===== config.mk =====
export PLATFORM = sky130hd
export DESIGN_NAME = lsu_mem_unit
export DESIGN_NICKNAME = d
export VERILOG_FILES = /design/src/rtl/lsu_mem_unit.sv
export SDC_FILE = /design/constraint.sdc
export NUM_CORES = 1
export LEC_CHECK = 0
export ABC_AREA = 1
export BUFFER_PORTS_ARGS = -buffer_cell sky130_fd_sc_hd__buf_4
export CAP_MARGIN = 20
export CORE_ASPECT_RATIO = 1.25
export CORE_MARGIN = 1.5
export CORE_UTILIZATION = 30
export DETAILED_ROUTE_END_ITERATION = 16
export SLEW_MARGIN = 20
export SYNTH_ARGS = -nofsm -noshare
export SYNTH_HDL_FRONTEND = slang
export SYNTH_SLANG_ARGS = --single-unit

===== constraint.sdc =====
create_clock -name clock_in -period 6.7 [get_ports clock_in]
set_input_delay 1.34 -clock clock_in [delete_from_list [all_inputs] [get_ports clock_in]]
set_output_delay 1.34 -clock clock_in [all_outputs]
set_load 0.03 [all_outputs]

===== src/rtl/lsu_mem_unit.sv =====
// Load/store unit: computes the effective address, sends one word-aligned
// bus access per legal micro-op and reports a one-cycle completion with
// the load result or the effective address. Misaligned accesses finish
// without touching the bus. Stuck accesses are aborted after TIMEOUT cycles.
module lsu_mem_unit #(
    parameter int ADDR_W  = 32,
    parameter int TIMEOUT = 16
) (
    input  logic              clock_in,
    input  logic              reset_in,
    input  logic              enable_in,
    input  logic [3:0]        uop_in,
    input  logic [31:0]       a_data_in,
    input  logic [31:0]       b_data_in,
    input  logic [31:0]       st_data_in,
    output logic              busy_out,
    output logic              done_out,
    output logic [31:0]       res_data_out,
    output logic              misalign_out,
    output logic              err_out,
    output logic              mem_req_out,
    output logic              mem_we_out,
    output logic [ADDR_W-1:0] mem_addr_out,
    output logic [31:0]       mem_wdata_out,
    output logic [3:0]        mem_wstrb_out,
    input  logic              mem_ack_in,
    input  logic [31:0]       mem_rdata_in
);

    localparam logic [3:0] UOP_LB  = 4'b0001;
    localparam logic [3:0] UOP_LH  = 4'b0010;
    localparam logic [3:0] UOP_LW  = 4'b0011;
    localparam logic [3:0] UOP_LBU = 4'b0101;
    localparam logic [3:0] UOP_LHU = 4'b0110;
    localparam logic [3:0] UOP_SB  = 4'b1001;
    localparam logic [3:0] UOP_SH  = 4'b1010;
    localparam logic [3:0] UOP_SW  = 4'b1100;

    // The counter reaches this value in the last REQ cycle before an abort.
    localparam logic [7:0] TIMEOUT_LAST = 8'(TIMEOUT - 1);

    typedef enum logic [1:0] {
        IDLE = 2'd0,
        REQ  = 2'd1,
        DONE = 2'd2
    } state_t;

    state_t state;
    state_t next_state;

    logic [31:0] ea_in;
    logic        legal_in;
    logic        misalign_in;
    logic        store_in;
    logic        accept;
    logic        timeout_hit;
    logic [3:0]  wstrb_in;
    logic [31:0] wdata_in;
    logic [7:0]  ld_byte;
    logic [15:0] ld_half;
    logic [31:0] load_res;

    logic [3:0]  uop_q;
    logic [31:0] ea_q;
    logic [7:0]  tcount;
    logic        misalign_q;
    logic        err_q;
    logic [31:0] res_q;
    logic        we_q;
    logic [ADDR_W-1:0] addr_q;
    logic [31:0] wdata_q;
    logic [3:0]  wstrb_q;

    // Address sum wraps at 32 bits; overflow is not an error.
    assign ea_in = a_data_in + b_data_in;

    assign accept      = (state == IDLE) && enable_in && legal_in;
    assign timeout_hit = (tcount == TIMEOUT_LAST);

    assign busy_out      = (state != IDLE);
    assign done_out      = (state == DONE);
    assign mem_req_out   = (state == REQ);
    assign misalign_out  = (state == DONE) && misalign_q;
    assign err_out       = (state == DONE) && err_q;
    assign res_data_out  = res_q;
    assign mem_we_out    = we_q;
    assign mem_addr_out  = addr_q;
    assign mem_wdata_out = wdata_q;
    assign mem_wstrb_out = wstrb_q;

    // Decode the incoming micro-op: legality, direction and alignment.
    always_comb begin
        legal_in    = 1'b0;
        misalign_in = 1'b0;
        store_in    = 1'b0;
        case (uop_in)
            UOP_LB, UOP_LBU: begin
                legal_in = 1'b1;
            end
            UOP_LH, UOP_LHU: begin
                legal_in    = 1'b1;
                misalign_in = ea_in[0];
            end
            UOP_LW: begin
                legal_in    = 1'b1;
                misalign_in = |ea_in[1:0];
            end
            UOP_SB: begin
                legal_in = 1'b1;
                store_in = 1'b1;
            end
            UOP_SH: begin
                legal_in    = 1'b1;
                store_in    = 1'b1;
                misalign_in = ea_in[0];
            end
            UOP_SW: begin
                legal_in    = 1'b1;
                store_in    = 1'b1;
                misalign_in = |ea_in[1:0];
            end
            default: begin
            end
        endcase
    end

    // Place store data on its byte lanes and build the matching strobes.
    always_comb begin
        wstrb_in = 4'b0000;
        wdata_in = 32'h0;
        case (uop_in)
            UOP_SB: begin
                wstrb_in = 4'b0001 << ea_in[1:0];
                wdata_in = {4{st_data_in[7:0]}};
            end
            UOP_SH: begin
                wstrb_in = 4'b0011 << {ea_in[1], 1'b0};
                wdata_in = {2{st_data_in[15:0]}};
            end
            UOP_SW: begin
                wstrb_in = 4'b1111;
                wdata_in = st_data_in;
            end
            default: begin
            end
        endcase
    end

    // Pick the addressed lane out of the read word and extend it.
    always_comb begin
        ld_byte  = 8'h0;
        load_res = 32'h0;
        case (ea_q[1:0])
            2'd0: ld_byte = mem_rdata_in[7:0];
            2'd1: ld_byte = mem_rdata_in[15:8];
            2'd2: ld_byte = mem_rdata_in[23:16];
            default: ld_byte = mem_rdata_in[31:24];
        endcase
        ld_half = ea_q[1] ? mem_rdata_in[31:16] : mem_rdata_in[15:0];
        case (uop_q)
            UOP_LB:  load_res = {{24{ld_byte[7]}}, ld_byte};
            UOP_LBU: load_res = {24'h0, ld_byte};
            UOP_LH:  load_res = {{16{ld_half[15]}}, ld_half};
            UOP_LHU: load_res = {16'h0, ld_half};
            UOP_LW:  load_res = mem_rdata_in;
            default: load_res = 32'h0;
        endcase
    end

    // State register.
    always_ff @(posedge clock_in) begin
        if (!reset_in) begin
            state <= IDLE;
        end else begin
            state <= next_state;
        end
    end

    // Next-state logic; an ack beats a simultaneous timeout.
    always_comb begin
        next_state = state;
        case (state)
            IDLE: begin
                if (accept) begin
                    next_state = misalign_in ? DONE : REQ;
                end
            end
            REQ: begin
                if (mem_ack_in || timeout_hit) begin
                    next_state = DONE;
                end
            end
            DONE: begin
                next_state = IDLE;
            end
            default: begin
                next_state = IDLE;
            end
        endcase
    end

    // Datapath: latch the access on accept, capture the result on completion.
    always_ff @(posedge clock_in) begin
        if (!reset_in) begin
            uop_q      <= 4'h0;
            ea_q       <= 32'h0;
            tcount     <= 8'h0;
            misalign_q <= 1'b0;
            err_q      <= 1'b0;
            res_q      <= 32'h0;
            we_q       <= 1'b0;
            addr_q     <= '0;
            wdata_q    <= 32'h0;
            wstrb_q    <= 4'h0;
        end else begin
            case (state)
                IDLE: begin
                    if (accept) begin
                        uop_q      <= uop_in;
                        ea_q       <= ea_in;
                        tcount     <= 8'h0;
                        misalign_q <= misalign_in;
                        err_q      <= 1'b0;
                        if (misalign_in) begin
                            res_q <= ea_in;
                        end else begin
                            we_q    <= store_in;
                            addr_q  <= {ea_in[ADDR_W-1:2], 2'b00};
                            wdata_q <= wdata_in;
                            wstrb_q <= wstrb_in;
                        end
                    end
                end
                REQ: begin
                    if (mem_ack_in) begin
                        res_q <= uop_q[3] ? ea_q : load_res;
                    end else if (timeout_hit) begin
                        res_q <= 32'h0;
                        err_q <= 1'b1;
                    end else begin
                        tcount <= tcount + 8'd1;
                    end
                end
                DONE: begin
                    misalign_q <= 1'b0;
                    err_q      <= 1'b0;
                end
                default: begin
                end
            endcase
        end
    end

endmodule


==> impl_metrics.yaml <==
cells_and_area:
  mostFrequentLayoutCell: "sky130_fd_sc_hd__nand2_1"
  layout.filler_cells: 3461
  antenna_diode_count: 0
  synthToLayoutAreaGrowth_pct: 28.2
  layout.nets: 1961
  final_cell_mix: "528 x sky130_fd_sc_hd__nand2_1, 243 x sky130_fd_sc_hd__buf_4, 237 x sky130_fd_sc_hd__inv_1, 147 x sky130_fd_sc_hd__dfxtp_1, 140 x sky130_fd_sc_hd__nor2_1"
  stdcell_count: 2212
  final_area_sq_mm: 0.0122
  final_layout_size_suffix_gt1_share_pct: 16.3
yosys:
  multiplexer_fraction_of_the_synthesized_cell_area_pct: 0.105
  syn_avg_cell_area_sq_um: 5.99
  synth.distinct_cells: 46
  dominant_combinational_cell_family_by_area_after_synthesis: "simple AND/OR/NAND/NOR gates"
  post_synth_main_area_contributors: "sky130_fd_sc_hd__dfxtp_1 31%, sky130_fd_sc_hd__nand2_1 21%, sky130_fd_sc_hd__inv_1 9.4%, sky130_fd_sc_hd__a21oi_1 6.4%, sky130_fd_sc_hd__nand3_1 5.6%"
  async_reset_ff_share_pct: 0
  seq_area_frac_synth_pct: 31.0
  synth_top_area_share_pct: 31.0
  synthesized_area_sq_mm: 0.00951
  area_share_of_and_or_nand_nor_cells_after_synthesis_pct: 35.0
  yosys_most_used_dff: "sky130_fd_sc_hd__dfxtp_1"
  synthesis.yosys.warnings: 0
  synth_compound_area_share_pct: 15.5
  synthesis.instances: 1588
  yosys_register_bits: 147
  synth_enable_flop_cells: 0
  synth.largest_area_cell: "sky130_fd_sc_hd__dfxtp_1"
  post_synth_fa_ha_maj_area_fraction_pct: 4.42
  post_synth_xor_area_fraction_pct: 1.38
global_route:
  number_of_global_route_vias_before_repair: 10100
  grt_antenna_before_repair: 0
  grt-ovfl-total: 0
  grt_start_max_net_pins: 53
  grt_pass1_wl_um: 54500
  grtUsageTotal_pct: 21.4
timing:
  skew_ns: 0.00840
  max_slew.worst_pin.slew_ns: 1.09
  final.min_clock_period_ns: 4.38
  report.final.hold_viol_count: 0
  final.setup.tns_ns: 0
  rsz0062_at_grt: "no"
  timing_max_transition_violations_final: 0
  slew-limit-headroom_pct: 26.9
  max_freq_mhz: 228
  finalSetupViolCount: 0
  finalCritPeriodShare_pct: 65.4
power:
  p_seq_share_pct: 36.0
  power.share.switching_pct: 35.2
  clkPwrFrac_pct: 36.7
  combinationalPowerShare_pct: 27.3
  intPower_mw: 1.73
  switchingPower_uw: 940
  power_per_cell_area_mw_per_mm2: 219
  power.static_leakage_nw: 6.54
  worst_vdd_ir_mv: 0.121
floorplan:
  initial_utilization_pct: 30.6
  top_level_ports: 242
  num_rows: 72
  design.die.area_sq_mm: 0.0328
  core_area_sq_mm: 0.0311
  width_of_the_die_um: 162
  die_height_um: 202
detailed_routing:
  via_count: 10600
  detail_route.wirelength_um: 35300
  postRouteAntennaNets: 0
  drc_errors: 0
  first_pass_iters: 5
  wirelength_per_cell_um: 15.9
  drt_iter0_markers: 921
  post_drt_via_cell_ratio: 4.80
clock_tree:
  cts_tree: "done"
  clk_pin_slew_worst_paths_ns: 0.07
  postCtsResizedCells: 0
  numClockSinks: 147
  root_buffer: "sky130_fd_sc_hd__clkbuf_16"
  number_of_buffers_added_to_fix_hold_violations_after_cts: 0
  cts_made_buffers: 17
  clock_insertion_delay_worst_skew_ns: 0.43
  cts_post_setup_buffers_inserted: 0
  cts_htree_levels: 4
  max-clock-path-buffers: 2
critical_path:
  timing.critical_path.slowest_stage_cell: "sky130_fd_sc_hd__nor2_4"
  worst-path-max-fanout: 44
  critical_path.top_delay_family: "simple AND/OR/NAND/NOR gates"
  delay_of_the_slowest_critical_path_stage_ns: 0.77
  timing.critical_path.from_type: "input pin"
  crit_path_end_kind: "register"
  cell_occurring_most_often_along_the_worst_timing_path: "sky130_fd_sc_hd__nand2_1"
  worst_path_buf_inv: 4
  worstPathArrival_ns: 4.68
  worst_ep_required_time_ns: 6.99
  cp_cell_sequence: "buf_4, ha_1, fa_1, nor2_1, inv_1, nand2_1, nand2_1, nor2_4, inv_2, nand2_2, inv_4, nand2_1, o21ai_0"
  path_class: "input pin to register"
place:
  dp.final_hpwl_um: 27800
  post-place-cells: 2179
  place.gp.congestion: 0.893
  port_buffers: 239
  place_area_sq_mm: 0.0116
status:
  outcome: "complete, no violations"
min_path:
  min-delay-path-class: "register to register"
job:
  max_cap_viol_count: 0
## logic make-up (layout without fill, tap and decap cells)
family,Yosys count,after routing
and+or+nand+nor,818,818
buffers and inverters,303,519
other,1,2
xor gates and xnor gates,15,15
AOI/OAI and AO/OA,270,270
DFF,147,147
adders and majority gates,33,33
muxes,1,1
## worst register-to-register path, stage by stage, from the launching register on
cell,delay (ns)
sky130_fd_sc_hd__dfxtp_1,0.82
sky130_fd_sc_hd__inv_2,0.29
sky130_fd_sc_hd__o21ai_1,0.32
sky130_fd_sc_hd__mux2i_1,0.16
sky130_fd_sc_hd__nand2_1,0.67
sky130_fd_sc_hd__nand3_1,0.16
sky130_fd_sc_hd__nand2_1,0.10
sky130_fd_sc_hd__nand2_1,0.05
sky130_fd_sc_hd__nor2_1,0.28
sky130_fd_sc_hd__nor2_1,0.07
## cell type report
type / count / area, sq um / share of cell area [%]
clock buffer: 17 / 425 / 3.49
inverter: 243 / 915 / 7.50
sequential: 147 / 2940 / 24.1
multi-input combinational: 1139 / 5370 / 44.1
timing repair buffer: 244 / 1850 / 15.2
tap: 407 / 509 / 4.18
clock inverter: 15 / 174 / 1.43
## sequential cells by signal (all words and copies together), names as in the netlist
name           cells
res_data_out      32
uop_q              4
err_q              1
state              2
mem_we_out         1
tcount             8
mem_addr_out      30
mem_wstrb_out      4
ea_q              32
misalign_q         1
mem_wdata_out     32
## per-stage QoR
stage	hold slack [ns]	total power, mW	setup slack [ns]	utilization (%)
2_1_floorplan	0.426	1.42	3.48	-
3_3_place_gp	0.436	1.70	1.90	37.2
3_5_place_dp	0.441	1.71	1.81	37.2
4_1_cts	0.455	2.69	2.27	39.1
5_1_grt	0.469	2.81	2.00	39.2
6_report	0.453	2.67	2.32	39.2
## per-layer routing
metal  global-route usage, %  up-vias  part of all wire (%)
met3                    3.32       67                   5.6
li1                        -     5413                     -
met2                    38.2      370                    50
met1                    25.0     4769                    41
met5                       0        -                     0
met4                    9.31        0                   4.0
## Yosys cell counts (all sizes together), types with 8 or more instances
master	count
nand3	109
dfxtp	147
nor3	11
inv	243
ha	32
clkbuf	31
o22ai	16
buf	29
xor2	8
o31ai	12
nand4	9
and2	9
a21oi	122
nand2	532
nor2	143
o21ai	98
## final timing paths
check             slack, ns                             to             startpoint  depth (start not counted)
setup / recovery       2.32  mem_addr_out[27]$_SDFFE_PN0P_           a_data_in[0]                         13
hold / removal         0.45          ea_q[17]$_SDFFE_PN0P_  ea_q[17]$_SDFFE_PN0P_                          2
setup reg to reg       3.67  res_data_out[11]$_SDFFE_PN0P_   ea_q[1]$_SDFFE_PN0P_                          9
hold reg to reg        0.45          ea_q[17]$_SDFFE_PN0P_  ea_q[17]$_SDFFE_PN0P_                          2
## power groups by stage
stage / combinational [mW] / clock (mW) / sequential (mW)
4_1_cts: 0.731 / 0.995 / 0.960
6_report: 0.731 / 0.981 / 0.961
3_5_place_dp: 0.729 / 0 / 0.978
2_1_floorplan: 0.387 / 0 / 1.04
3_3_place_gp: 0.725 / 0 / 0.979
5_1_grt: 0.806 / 1.04 / 0.967
Note: power is estimated with default switching activity, not from simulation.
